`src/rtl/fifo_sync_param_if.sv`:
```
// ============================================================================
// fifo_sync_param_if : handshake and status bundle for fifo_sync_param
// Revision: 1.0
// ============================================================================
`default_nettype none

interface fifo_sync_param_if #(
  parameter int DATA_W = 8,
  parameter int ADDR_W = 4
);
  logic              wr;
  logic              rd;
  logic [DATA_W-1:0] data_in;
  logic              clr_err;
  logic [DATA_W-1:0] data_out;
  logic              fifo_full;
  logic              fifo_empty;
  logic              fifo_almost_full;
  logic              fifo_almost_empty;
  logic [ADDR_W:0]   fifo_count;
  logic              fifo_overflow;
  logic              fifo_underflow;

  // Producer/consumer side
  modport master (
    output wr, rd, data_in, clr_err,
    input  data_out, fifo_full, fifo_empty, fifo_almost_full,
           fifo_almost_empty, fifo_count, fifo_overflow, fifo_underflow
  );

  // FIFO side
  modport slave (
    input  wr, rd, data_in, clr_err,
    output data_out, fifo_full, fifo_empty, fifo_almost_full,
           fifo_almost_empty, fifo_count, fifo_overflow, fifo_underflow
  );
endinterface

`default_nettype wire

```
`src/rtl/fifo_sync_param.sv`:
```
// ============================================================================
// fifo_sync_param : parametrised synchronous FIFO with level flags, count,
//                   sticky error flags and selectable FWFT read mode
// Revision: 1.0
// ============================================================================
`default_nettype none

module fifo_sync_param #(
  parameter int DATA_W     = 8,
  parameter int ADDR_W     = 4,
  parameter int AFULL_LVL  = 12,
  parameter int AEMPTY_LVL = 2,
  parameter int FWFT       = 0
) (
  input  wire logic          clk,
  input  wire logic          rst,
  fifo_sync_param_if.slave   bus
);

  localparam int DEPTH = 2**ADDR_W;
  localparam logic [ADDR_W:0] c_DEPTH_CNT = (ADDR_W+1)'(DEPTH);
  localparam logic [ADDR_W:0] c_AFULL_CNT = (ADDR_W+1)'(AFULL_LVL);
  localparam logic [ADDR_W:0] c_AEMPTY_CNT = (ADDR_W+1)'(AEMPTY_LVL);

  logic [DATA_W-1:0] mem_q [DEPTH];
  logic [ADDR_W-1:0] wptr_q, rptr_q;
  logic [ADDR_W:0]   count_q, count_d;
  logic              full_q, empty_q, afull_q, aempty_q;
  logic              ovf_q, ovf_d, udf_q, udf_d;
  logic              w_wr_acc, w_rd_acc;

  // A read on a full FIFO frees the slot the concurrent write lands in
  assign w_wr_acc = bus.wr & (~full_q | bus.rd);
  assign w_rd_acc = bus.rd & ~empty_q;

  always_comb begin
    count_d = count_q;
    if (w_wr_acc && !w_rd_acc)
      count_d = count_q + 1'b1;
    else if (w_rd_acc && !w_wr_acc)
      count_d = count_q - 1'b1;
  end

  // A new error event takes priority over a same-cycle clear
  always_comb begin
    ovf_d = ovf_q;
    udf_d = udf_q;
    if (bus.wr && full_q && !bus.rd)
      ovf_d = 1'b1;
    else if (bus.clr_err)
      ovf_d = 1'b0;
    if (bus.rd && empty_q)
      udf_d = 1'b1;
    else if (bus.clr_err)
      udf_d = 1'b0;
  end

  always_ff @(posedge clk) begin
    if (rst) begin
      wptr_q   <= '0;
      rptr_q   <= '0;
      count_q  <= '0;
      full_q   <= 1'b0;
      empty_q  <= 1'b1;
      afull_q  <= 1'b0;
      aempty_q <= 1'b1;
      ovf_q    <= 1'b0;
      udf_q    <= 1'b0;
    end else begin
      if (w_wr_acc) wptr_q <= wptr_q + 1'b1;
      if (w_rd_acc) rptr_q <= rptr_q + 1'b1;
      count_q  <= count_d;
      full_q   <= (count_d == c_DEPTH_CNT);
      empty_q  <= (count_d == '0);
      afull_q  <= (count_d >= c_AFULL_CNT);
      aempty_q <= (count_d <= c_AEMPTY_CNT);
      ovf_q    <= ovf_d;
      udf_q    <= udf_d;
    end
  end

  always_ff @(posedge clk) begin
    if (!rst && w_wr_acc)
      mem_q[wptr_q] <= bus.data_in;
  end

  generate
    if (FWFT != 0) begin : g_fwft
      assign bus.data_out = mem_q[rptr_q];
    end else begin : g_reg_read
      logic [DATA_W-1:0] dout_q;
      always_ff @(posedge clk) begin
        if (rst)
          dout_q <= '0;
        else if (w_rd_acc)
          dout_q <= mem_q[rptr_q];
      end
      assign bus.data_out = dout_q;
    end
  endgenerate

  assign bus.fifo_full         = full_q;
  assign bus.fifo_empty        = empty_q;
  assign bus.fifo_almost_full  = afull_q;
  assign bus.fifo_almost_empty = aempty_q;
  assign bus.fifo_count        = count_q;
  assign bus.fifo_overflow     = ovf_q;
  assign bus.fifo_underflow    = udf_q;

endmodule

`default_nettype wire

```
`src/flat_wrapper.sv`:
```
// flat-port wrapper written by rule: the top's interface ports become plain ports
module fifo_sync_param_flat 
#(
  parameter int DATA_W     = 8,
  parameter int ADDR_W     = 4,
  parameter int AFULL_LVL  = 12,
  parameter int AEMPTY_LVL = 2,
  parameter int FWFT       = 0
)
  (clk, rst, bus_wr, bus_rd, bus_data_in, bus_clr_err, bus_data_out, bus_fifo_full, bus_fifo_empty, bus_fifo_almost_full, bus_fifo_almost_empty, bus_fifo_count, bus_fifo_overflow, bus_fifo_underflow);
  fifo_sync_param_if #(.DATA_W(DATA_W), .ADDR_W(ADDR_W)) bus_i ();
  input  wire logic clk;
  input  wire logic rst;
  input wire logic [$bits(bus_i.wr)-1:0] bus_wr;
  input wire logic [$bits(bus_i.rd)-1:0] bus_rd;
  input wire logic [$bits(bus_i.data_in)-1:0] bus_data_in;
  input wire logic [$bits(bus_i.clr_err)-1:0] bus_clr_err;
  output wire logic [$bits(bus_i.data_out)-1:0] bus_data_out;
  output wire logic [$bits(bus_i.fifo_full)-1:0] bus_fifo_full;
  output wire logic [$bits(bus_i.fifo_empty)-1:0] bus_fifo_empty;
  output wire logic [$bits(bus_i.fifo_almost_full)-1:0] bus_fifo_almost_full;
  output wire logic [$bits(bus_i.fifo_almost_empty)-1:0] bus_fifo_almost_empty;
  output wire logic [$bits(bus_i.fifo_count)-1:0] bus_fifo_count;
  output wire logic [$bits(bus_i.fifo_overflow)-1:0] bus_fifo_overflow;
  output wire logic [$bits(bus_i.fifo_underflow)-1:0] bus_fifo_underflow;
  assign bus_i.wr = bus_wr;
  assign bus_i.rd = bus_rd;
  assign bus_i.data_in = bus_data_in;
  assign bus_i.clr_err = bus_clr_err;
  assign bus_data_out = bus_i.data_out;
  assign bus_fifo_full = bus_i.fifo_full;
  assign bus_fifo_empty = bus_i.fifo_empty;
  assign bus_fifo_almost_full = bus_i.fifo_almost_full;
  assign bus_fifo_almost_empty = bus_i.fifo_almost_empty;
  assign bus_fifo_count = bus_i.fifo_count;
  assign bus_fifo_overflow = bus_i.fifo_overflow;
  assign bus_fifo_underflow = bus_i.fifo_underflow;
  fifo_sync_param #(.DATA_W(DATA_W), .ADDR_W(ADDR_W), .AFULL_LVL(AFULL_LVL), .AEMPTY_LVL(AEMPTY_LVL), .FWFT(FWFT)) u_core (.clk(clk), .rst(rst), .bus(bus_i));
endmodule
```
`config.mk`:
```
export PLATFORM = sky130hd
export DESIGN_NAME = fifo_sync_param_flat
export DESIGN_NICKNAME = d
export VERILOG_FILES = /design/src/rtl/fifo_sync_param_if.sv /design/src/rtl/fifo_sync_param.sv /design/src/flat_wrapper.sv
export SDC_FILE = /design/constraint.sdc
export NUM_CORES = 1
export LEC_CHECK = 0
export CAP_MARGIN = 5
export CORE_ASPECT_RATIO = 1.4
export CORE_MARGIN = 2
export CORE_UTILIZATION = 40
export CTS_CLUSTER_SIZE = 16
export DETAILED_ROUTE_END_ITERATION = 6
export PLACE_DENSITY = 0.6
export SLEW_MARGIN = 20
export SYNTH_ARGS = -nofsm -noshare
export SYNTH_HDL_FRONTEND = slang
export SYNTH_SLANG_ARGS = --single-unit
export TNS_END_PERCENT = 100
```
`constraint.sdc`:
```
create_clock -name clk -period 5.2 [get_ports clk]
set_clock_uncertainty 0.05 [all_clocks]
set_input_delay 1.04 -clock clk [delete_from_list [all_inputs] [get_ports clk]]
set_output_delay 1.04 -clock clk [all_outputs]
set_load 0.05 [all_outputs]
```
# Word level (Yosys, flattened, before mapping)
# Memories as Yosys holds them, arrays and structs flattened. A register that Yosys moved wholly into a read port is not among the register bits.
# Index checks and enable logic that the tools add are counted.
# word_totals
mem_bits_rw,128
register_bits,19
out_inout_bits,19
wordCells,42
inputBits,13
mem_count,1
# op_classes
mux,7
n_eq_ne,1
n_addsub,4
bitwise,5
reduce_logical,13
order_cmp,2
# memory_table
name,words,width,rd,rd_ports_with_merged_regs,wr,line_no,text
u_core.mem_q,16,8,1,1,1,fifo_sync_param.sv:25,logic [DATA_W-1:0] mem_q [DEPTH];
# op_table
operator,count
$mux W5,2
$add A4 B1 Y4 const B,2
$logic_and A1 B1 Y1,6
$add A5 B1 Y5 const B,1
$eq A5 B5 Y1 const B,1
$ge A5 B4 Y1 const B,1
$le A5 B2 Y1 const B,1
$logic_not A5 Y1,1
$mux W1,5
$sub A5 B1 Y5 const B,1
$logic_not A1 Y1,4
$reduce_bool A2 Y1,2
$and A1 B1 Y1,2
$not A1 Y1,2
$or A1 B1 Y1,1

# Depth between registers and ports, before layout
# depth
ltp_word,8
mapped_depth,8
mapped_depth_nobuf,7

# Worst setup path before layout
# Ideal clock, no wire load.
# synth_timing
path_type,input to register
from,input port bus_rd
to,memory u_core.mem_q[10][0] (enable)
arrival_ns,1.993
t_required_ns,4.779
cell_stages,5
n_path_buf,1
setup_slack_ns,2.787
setup_ns,0.371
cell_sequence,nand2b_4 and2_1 buf_2 nand3_1 nor2_1
# synth_via
elab_chain_len,5
# synth_rtl
item,line_no,text
"start, declared",flat_wrapper.sv:15,input wire logic [$bits(bus_i.rd)-1:0] bus_rd;
$or A1 B1 Y1,fifo_sync_param.sv:33,assign w_wr_acc = bus.wr & (~full_q | bus.rd);
$and A1 B1 Y1,fifo_sync_param.sv:33,
$logic_and A1 B1 Y1,fifo_sync_param.sv:83,if (!rst && w_wr_acc)
$mux W1,fifo_sync_param.sv:83,
$mux W1 (implied by the code),fifo_sync_param.sv:84,mem_q[wptr_q] <= bus.data_in;
"end, declared",fifo_sync_param.sv:25,
# No other way between the ends.

# Final worst setup path
# layout_timing
from,input port rst
to,memory u_core.mem_q[4][6] (enable)
# layout_via
elab_chain_len,4
# layout_rtl
item,line_no,text
"start, declared",flat_wrapper.sv:13,input wire logic rst;
$logic_not A1 Y1,fifo_sync_param.sv:83,
$logic_and A1 B1 Y1,fifo_sync_param.sv:83,
$mux W1,fifo_sync_param.sv:83,
$mux W1 (implied by the code),fifo_sync_param.sv:84,
# No other way between the ends.

==> flow_metrics.env <==
export IMPL_synth_edf_count=128
export IMPL_yosys_top_cells_area="edfxtp_1 62%, mux4_2 10%, dfxtp_1 8.7%"
export IMPL_dr_first_iter_drc_count=272
export IMPL_crit_arrival_ns=3.17
export IMPL_power_leakage_uw=0.00234
export IMPL_p_seq_share_pct=46.6
export IMPL_yosys_top_cells_count="128 x edfxtp_1, 33 x nor2_1, 28 x mux4_2"
export IMPL_nets=421
export IMPL_hpwlAfterDp_mm=8.54
export IMPL_port_buffers=31
export IMPL_end_kind="flop"
export IMPL_crit_type="input port to flop"
export IMPL_switching_share_pct=25.2
export IMPL_start_kind="input port"
export IMPL_p_switching_uw=756
export IMPL_status="finished, final reports clean"
export IMPL_relSlewSlack_pct=39.0
export IMPL_yosys_warnings=0
export IMPL_syn_num_nets=387
export IMPL_hold_path_cell_count=2
export IMPL_syn_avg_cell_area_um2=17.0
export IMPL_period_share_pct=61.0
export IMPL_async_flop_share_pct=0
export IMPL_yosysSeqAreaShare_pct=70.2
export IMPL_root_buffer="clkbuf_16"
export IMPL_grt_ovfl_total=0
export IMPL_hold_path_class="flop to flop"
export IMPL_first_global_vias=3271
export IMPL_cts_repair_resized=0
export IMPL_gp_congestion=0.827
export IMPL_hold_viol=0
export IMPL_dp_cells=578
export IMPL_clkLatencyLatePin_ns=0.42
export IMPL_internal_power_uw=2250
export IMPL_yosysUniqueCellTypes=45
export IMPL_synth_top_area_share_pct=61.5
export IMPL_drt_pass1_iterations=4
export IMPL_final_cells=610
export IMPL_netlist_instances=367
export IMPL_worstReg2RegStart="u_core.rptr_q[0]"
export IMPL_layout_drive_gt1_share_pct=16.9
export IMPL_tightest_slew_ns=0.913
export IMPL_antenna_cells=0
export IMPL_numCtsBuffers=17
export IMPL_clock_power_share_pct=41.1
export IMPL_cts_sinks=155
export IMPL_grt_first_pass_wirelength_mm=19.2
export IMPL_worstPathCellList="clkdlybuf4s50_1, inv_1, nand3b_1, nor2_1"
export IMPL_fillers=1273
export IMPL_clock_path_buffers=2
export IMPL_yosys_register_bits=155
export IMPL_hold_buffers=0
export IMPL_rrSetupSlack_ns=2.89
export IMPL_cp_required_ns=5.20
export IMPL_synth_top_flop_cell="edfxtp_1"
export IMPL_die_y_um=152
export IMPL_power_density_mw_per_mm2=412
export IMPL_syn_area_mm2=0.00625
export IMPL_combPwrFrac_pct=12.3
export IMPL_num_io_pins=32
export IMPL_num_rows=54
export IMPL_via_per_inst=5.32
export IMPL_yosysMostFrequentCell="edfxtp_1"
export IMPL_die_w_um=110
export IMPL_period_needed_ns=3.17
export IMPL_fin_util_pct=47.3
export IMPL_rsz0062_at_grt="false"
export IMPL_fmax_ghz=0.315
export IMPL_slowest_delay_ns=0.88
export IMPL_slowest_stage="clkdlybuf4s50_1"
export IMPL_syn2layout_area_growth_pct=16.7
export IMPL_setup_viol=0
export IMPL_min_to="u_core.bus.fifo_overflow"
export IMPL_finalMaxSlewViolations=0
export IMPL_htreeDepth=4
export IMPL_drc=0
export IMPL_core_area_mm2=0.0154
export IMPL_hp_start="u_core.bus.fifo_overflow"
export IMPL_yosysTopAreaCell="edfxtp_1"
export IMPL_start_util_pct=40.6
export IMPL_clk_transition_reported_paths_ns=0.06
export IMPL_cap_violations=0
export IMPL_worstPathMaxFanout=24
export IMPL_track_usage_pct=16.2
export IMPL_grt_max_degree=36
export IMPL_worstRegToRegCells=5
export IMPL_antenna_found_initial=0
export IMPL_dieArea_mm2=0.0167
export IMPL_ir_drop_v=0.000211
export IMPL_wl_per_cell_um=20.6
export IMPL_cts_setup_buffers=0
export IMPL_routed_wl_mm=12.6
export IMPL_setup_tns_ns=0
export IMPL_timing_rr_end="u_core.bus.data_out[5]"
export IMPL_num_vias=3248
export IMPL_cts_tree="done"
export IMPL_ant_nets=0
## worst max-delay path, delay by kind of cell
kind	cells	cell delay, ns
buf+inv	2	1.33
simple gates	2	0.80
## routing by layer
| layer | GRT usage [%] | vias to the layer above | wire, um |
|---|---|---|---|
| met3 | 3.52 | 20 | 439 |
| li1 | - | 1503 | - |
| met2 | 28.1 | 93 | 6780 |
| met4 | 7.96 | 0 | 432 |
| met5 | 0 | - | 0 |
| met1 | 18.6 | 1632 | 4900 |
## final cells by class
| class | instances | area [um2] | share of cell area [%] |
|---|---|---|---|
| clock inverter | 15 | 175 | 2.40 |
| clock buffer | 17 | 425 | 5.83 |
| multi-input combinational | 183 | 1690 | 23.2 |
| sequential | 155 | 4390 | 60.2 |
| inverter | 11 | 41.3 | 0.566 |
| timing repair buffer | 33 | 325 | 4.46 |
| tap | 196 | 245 | 3.36 |
## metrics by stage
| stage | power, uW | hold WS [ns] | instance area, um2 | setup WS, ns |
|---|---|---|---|---|
| 6_report | 3000 | 0.407 | 7290 | 2.03 |
| 5_1_grt | 3110 | 0.427 | 7290 | 1.84 |
| 4_1_cts | 3020 | 0.408 | 7290 | 2.00 |
| 3_5_place_dp | 1800 | 0.399 | 6690 | 1.55 |
| 3_3_place_gp | 1800 | 0.392 | 6690 | 1.61 |
| 2_1_floorplan | 1690 | 0.477 | 6250 | 2.79 |
## flip-flops by register name, indices dropped and copies added (netlist names)
name / count
u_core.bus.fifo_count: 5
u_core.bus.fifo_empty: 1
u_core.bus.fifo_overflow: 1
u_core.bus.fifo_full: 1
u_core.bus.data_out: 8
u_core.bus.fifo_underflow: 1
u_core.mem_q: 128
u_core.rptr_q: 4
u_core.bus.fifo_almost_empty: 1
u_core.bus.fifo_almost_full: 1
u_core.wptr_q: 4
## power by group through the flow
stage	sequential [uW]	combinational, uW	clock, uW
finish	1400	370	1230
global route	1400	397	1310
CTS	1400	375	1250
detailed placement	1420	373	0
global placement	1420	372	0
floorplan	1480	213	0
## how the worst max path moves through the flow
stage / from / endpoint / slack [ns] / cells past startpoint
2_1_floorplan: bus_rd / u_core.mem_q[10][0] / 2.79 / 5
3_3_place_gp: rst / u_core.mem_q[4][4] / 1.61 / 4
3_5_place_dp: rst / u_core.mem_q[4][3] / 1.55 / 4
4_1_cts: rst / u_core.mem_q[4][6] / 2.00 / 4
5_1_grt: rst / u_core.mem_q[4][6] / 1.84 / 4
6_report: rst / u_core.mem_q[4][6] / 2.03 / 4
## cell usage in the layout (no fill, tap or decap), types with 4 or more instances in the layout
master and instances:
ha_1 7, inv_6 6, and2_1 4, o21ai_1 8
xnor2_1 6, clkbuf_16 17, clkdlybuf4s50_1 31, xor2_1 4
nor2_1 33, a22o_1 16, mux4_1 4, mux4_2 28
a21oi_1 13, nor2b_1 4, dfxtp_1 26, nand2_1 22
inv_1 11, edfxtp_1 128
## cell families after synthesis
| kind of cell | synth area share [%] |
|---|---|
| flops | 70.2 |
| simple gates | 6.39 |
| compound gates | 5.95 |
| mux | 12.0 |
| buf+inv | 2.74 |
| xor+xnor | 1.40 |
| fa+ha+maj | 1.40 |
Power figures use the tool's default switching activity.
